File: config.mk
export PLATFORM = sky130hd
export DESIGN_NAME = prio_arb_n
export DESIGN_NICKNAME = d
export VERILOG_FILES = /design/src/rtl/prio_arb_n_pkg.sv /design/src/rtl/prio_enc_n.sv /design/src/rtl/prio_arb_n.sv
export SDC_FILE = /design/constraint.sdc
export NUM_CORES = 1
export LEC_CHECK = 0
export CAP_MARGIN = 5
export CORE_ASPECT_RATIO = 1.75
export CORE_MARGIN = 2
export CORE_UTILIZATION = 37
export CTS_CLUSTER_SIZE = 30
export DETAILED_ROUTE_END_ITERATION = 16
export GPL_ROUTABILITY_DRIVEN = 1
export PLACE_DENSITY_LB_ADDON = 0.08
export SYNTH_ARGS = -nofsm -noshare
export SYNTH_HDL_FRONTEND = slang
export SYNTH_SLANG_ARGS = --single-unit
File: constraint.sdc
create_clock -name clk -period 1.95 [get_ports clk]
set_clock_uncertainty 0.1 [all_clocks]
set_input_delay 0.39 -clock clk [delete_from_list [all_inputs] [get_ports clk]]
set_output_delay 0.39 -clock clk [all_outputs]
set_load 0.03 [all_outputs]
File: src/rtl/prio_arb_n_pkg.sv
// Shared types and helpers for the N-input priority arbiter.
package prio_arb_n_pkg;

    // Arbiter control states: nothing presented / grant presented.
    typedef enum logic {
        ST_IDLE  = 1'b0,
        ST_GRANT = 1'b1
    } arb_state_e;

    // Index width for an N-entry vector; a single requester still gets one bit.
    function automatic int unsigned idx_width(input int unsigned n);
        return (n > 1) ? $clog2(n) : 1;
    endfunction

endpackage

File: src/rtl/prio_enc_n.sv
// Combinational N-input priority encoder, highest set index wins.
module prio_enc_n
    import prio_arb_n_pkg::*;
#(
    parameter  int unsigned N = 8,
    localparam int unsigned W = idx_width(N)
) (
    input  logic [N-1:0] req,
    output logic [W-1:0] idx,
    output logic         any
);

    // Ascending scan: the last set bit seen is the highest one.
    always_comb begin
        idx = '0;
        any = 1'b0;
        for (int unsigned i = 0; i < N; i++) begin
            if (req[i]) begin
                idx = W'(i);
                any = 1'b1;
            end
        end
    end

endmodule

File: src/rtl/prio_arb_n.sv
// Registered N-input arbiter: fixed-priority or round-robin selection,
// grant held under a valid/ready handshake, outputs straight from registers.
module prio_arb_n
    import prio_arb_n_pkg::*;
#(
    parameter  int unsigned N = 8,
    localparam int unsigned W = idx_width(N)
) (
    input  logic         clk,
    input  logic         rst_n,
    input  logic [N-1:0] req,
    input  logic         rr_mode,
    input  logic         out_ready,
    output logic         out_valid,
    output logic [W-1:0] out_idx,
    output logic [N-1:0] out_onehot
);

    arb_state_e   r_state;
    arb_state_e   w_state_nxt;
    logic [W-1:0] r_ptr;
    logic [W-1:0] r_idx;
    logic [N-1:0] r_onehot;

    logic         w_accept;
    logic [W-1:0] w_ptr_eff;
    logic [N-1:0] w_mask;
    logic [W-1:0] w_mask_idx;
    logic         w_mask_any;
    logic [W-1:0] w_full_idx;
    logic         w_full_any;
    logic [W-1:0] w_win_idx;
    logic [N-1:0] w_win_onehot;
    logic         w_load;
    logic         w_clear;

    assign w_accept = (r_state == ST_GRANT) && out_ready;

    // A back-to-back arbitration must see the pointer as updated by this accept,
    // so the mask uses the index being accepted instead of the stale register.
    assign w_ptr_eff = w_accept ? r_idx : r_ptr;

    // Round-robin mask: keep only requesters strictly below the pointer.
    always_comb begin
        w_mask = '0;
        for (int unsigned i = 0; i < N; i++) begin
            w_mask[i] = req[i] && (W'(i) < w_ptr_eff);
        end
    end

    prio_enc_n #(.N(N)) u_enc_mask (
        .req (w_mask),
        .idx (w_mask_idx),
        .any (w_mask_any)
    );

    prio_enc_n #(.N(N)) u_enc_full (
        .req (req),
        .idx (w_full_idx),
        .any (w_full_any)
    );

    assign w_win_idx    = (rr_mode && w_mask_any) ? w_mask_idx : w_full_idx;
    assign w_win_onehot = {{(N-1){1'b0}}, 1'b1} << w_win_idx;

    // State register.
    always_ff @(posedge clk or negedge rst_n) begin
        if (!rst_n) begin
            r_state <= ST_IDLE;
        end else begin
            r_state <= w_state_nxt;
        end
    end

    // Next-state logic and output-register load/clear strobes.
    always_comb begin
        w_state_nxt = r_state;
        w_load      = 1'b0;
        w_clear     = 1'b0;
        case (r_state)
            ST_IDLE: begin
                if (w_full_any) begin
                    w_load      = 1'b1;
                    w_state_nxt = ST_GRANT;
                end
            end
            ST_GRANT: begin
                if (out_ready) begin
                    if (w_full_any) begin
                        w_load = 1'b1;
                    end else begin
                        w_clear     = 1'b1;
                        w_state_nxt = ST_IDLE;
                    end
                end
            end
            default: begin
                w_clear     = 1'b1;
                w_state_nxt = ST_IDLE;
            end
        endcase
    end

    // Grant registers: capture a new winner, or blank the one-hot when going idle.
    always_ff @(posedge clk or negedge rst_n) begin
        if (!rst_n) begin
            r_idx    <= '0;
            r_onehot <= '0;
        end else if (w_load) begin
            r_idx    <= w_win_idx;
            r_onehot <= w_win_onehot;
        end else if (w_clear) begin
            r_onehot <= '0;
        end
    end

    // Round-robin pointer: remembers the last accepted index in either mode.
    always_ff @(posedge clk or negedge rst_n) begin
        if (!rst_n) begin
            r_ptr <= '0;
        end else if (w_accept) begin
            r_ptr <= r_idx;
        end
    end

    assign out_valid  = (r_state == ST_GRANT);
    assign out_idx    = r_idx;
    assign out_onehot = r_onehot;

endmodule
==> out/qor.yml <==
critical_path:
  cp_cell_sequence: "buf_6 > and3_4 > nor2_4 > inv_1 > o221ai_2 > nand3b_4 > mux2_4 > mux2_4"
  path_common_cell: "mux2_4"
  slowest_stage: "dfrtp_2"
  cp-end-kind: "flip-flop"
  r2r_cells: 8
  required_ns: 1.98
  crit_type: "flip-flop to flip-flop"
  crit_fanout: 6
  cpPeakStageDelay_ns: 0.46
  crit_arrival_ns: 2.28
  critPathLaunchType: "flip-flop"
drt:
  wl_um: 3250
  drc_errors: 0
  vias_per_cell: 5.59
  routedWlPerCell_um: 16.8
  drt-initial-drc-count: 38
  vias: 1084
  dr.pass1.iters: 4
  ant_nets: 0
synth:
  synth_top_family_by_area: "compound AO/OA/AOI/OAI gates"
  yosys-mux-area-fraction_pct: 7.19
  yosys.area.top_type: "dfrtp_1"
  synth_fa_ha_area_share_pct: 0
  synthXorXnorAreaFrac_pct: 0
  synth_area_um2: 1010
  post_synth_main_area_contributors: "dfrtp_1, o31ai_1, nand2_1"
  synth_cells: 101
  yosys_warnings: 0
  synth_compound_area_share_pct: 26.3
  ys_ff_latch: 15
  synth_edf_count: 0
  syn_avg_cell_area_um2: 10.0
  syn_nets: 113
  synth_flop_cell: "dfrtp_1"
  ys_types: 41
  synth_seq_area_share_pct: 37.2
  synthSimpleGateAreaFrac_pct: 26.0
  synth.top_cell.area_share_pct: 37.2
  synthArstFlopShare_pct: 100
flow_run:
  maxCapViolations: 0
final_layout:
  drive_gt1_share_pct: 51.5
  antennaDiodeCount: 0
  areaGrowthSynthToFinish_pct: 77.9
  instances_no_fill: 194
  fin_nets: 180
  utilization_pct: 67.6
pwr:
  pwr-share-seq_pct: 26.3
  swShare_pct: 39.0
  clockPowerShare_pct: 14.6
  p_sw_uw: 687
  p_leak_nw: 0.783
  p_int_mw: 1.07
  comb_power_share_pct: 59.1
  max-vdd-ir-drop_mv: 0.529
  power_density_nw_per_um2: 980
grt:
  grt_max_degree: 16
  grt_usage_pct: 21.2
  grt_pass1_vias: 1114
  overflow: 0
  grt_pass1_wl_um: 5040
  antenna_found_initial: 0
placed_design:
  numPortBuffers: 23
  dp.cells: 178
  place_ws_ns: -0.956
  place_hpwl_um: 2360
  place_congestion: 0.902
clock_network:
  cts_hold_repair.buffers: 0
  cts_tree: "done"
  clockBufferDepth: 2
  clk_latency_ns: 0.24
  cts_sinks: 15
  htreeDepth: 1
  cts_made_buffers: 3
  clk_transition_reported_paths_ns: 0.06
  root_buffer: "clkbuf_8"
timing:
  rsz0062_at_grt: "true"
  period_share_pct: 115
  tightest_slew_ns: 0.548
  setup_viol: 11
  relSlewSlack_pct: 63.2
  min_period_ns: 2.25
  slew_violations: 0
  setup_tns_ns: -2.67
  final_hold_viol_count: 0
  fin_hold_ws_ns: 0.357
  fmax_mhz: 445
  worst_slack_ns: -0.296
floorplan:
  die-area_um2: 3180
  dieWidth_um: 43.5
  die_height_um: 73.1
  core_um2: 2660
  rows: 25
  start_util_pct: 38.0
  num_io_pins: 24
hold_path:
  hp-class: "input pin to async pin"
status:
  status: "complete, but fails checks"
  violations: "setup timing"
-- final timing paths --
check	from	slack (ns)	endpoint
min in group clk	out_onehot[2]	0.38	out_onehot[2]
hold / removal	rst_n	0.36	out_idx[2]
setup reg to reg	out_valid	-0.30	out_idx[1]
max in group asynchronous	rst_n	1.20	out_valid
hold reg to reg	out_onehot[2]	0.38	out_onehot[2]
setup / recovery	out_valid	-0.30	out_idx[1]
-- sequential cells by signal (all words and copies together) (netlist names) --
signal	flops
out_idx	3
out_valid	1
r_ptr	3
out_onehot	8
-- Yosys cell counts (3+ instances only) --
cell       n
o31ai_1    9
nand2b_1   3
o21ai_1    4
a21oi_1    4
nand2_1   11
nor2_1     4
inv_1      3
dfrtp_1   15
and3_1     4
-- worst max-delay path: cells and delay by family, from the launching register on --
kind,cells,cell delay [ns]
AO/OA/AOI/OAI,1,0.24
buffers and inverters,2,0.23
flip-flops,1,0.46
multiplexers,2,0.62
AND/OR/NAND/NOR,3,0.48
-- cells in the final DEF (no fill, tap or decap), types with 2 or more instances in the layout --
cell type / Yosys / routed
buf_4: 0 / 39
clkdlybuf4s50_1: 0 / 16
dfrtp_1: 15 / 13
nand2_1: 11 / 10
o31ai_1: 9 / 5
a21oi_1: 4 / 4
mux2_4: 2 / 4
inv_1: 3 / 3
and3_1: 4 / 3
nor2_1: 4 / 3
o21ai_2: 0 / 3
o21ai_1: 4 / 3
o31ai_2: 0 / 3
clkbuf_8: 0 / 3
dlygate4sd2_1: 0 / 3
dlymetal6s2s_1: 0 / 3
a21boi_4: 0 / 2
or2_1: 2 / 2
nand2b_1: 3 / 2
a311oi_2: 0 / 2
o21a_1: 2 / 2
o221ai_2: 2 / 2
dfrtp_2: 0 / 2
buf_6: 2 / 2
-- power by group through the flow --
| stage | Combinational (mW) | Sequential [mW] | Clock (mW) |
|---|---|---|---|
| 6_report | 1.04 | 0.464 | 0.256 |
| 5_1_grt | 1.10 | 0.474 | 0.272 |
| 4_1_cts | 0.924 | 0.460 | 0.258 |
| 3_5_place_dp | 0.822 | 0.463 | 0 |
| 3_3_place_gp | 0.810 | 0.462 | 0 |
| 2_1_floorplan | 0.335 | 0.589 | 0 |
-- layer usage --
metal	routed length [um]	track usage [%]	share of wire (%)	vias to the layer above
met5	0	0	0	-
met4	94	9.43	2.9	0
met3	71	2.23	2.2	11
met2	1890	41.6	58	26
met1	1190	21.3	37	525
li1	-	-	-	522
-- logic make-up after synthesis --
group | Yosys count
compound gates | 34
buf+inv | 5
flops | 15
mux | 6
simple gates | 41
-- timing repair --
action,in CTS,in global routing
setup endpoints to repair,12,14
setup buffers,8,4
pin swaps,11,14
gates resized for setup,30,19
cloned,0,0
-- metrics by stage --
step	power [mW]	cell area, um2
3_3_place_gp	1.27	1500
6_report	1.76	1800
5_1_grt	1.85	1800
3_5_place_dp	1.29	1500
4_1_cts	1.64	1690
2_1_floorplan	0.924	1040
-- cell type report --
class	count	area (um2)
tap	27	33.8
fill	201	862
inverter	3	11.3
multi-input combinational	81	783
clock inverter	1	5.00
timing repair buffer	64	544
sequential	15	378
clock buffer	3	41.3
(Power assumes the default switching activity.)
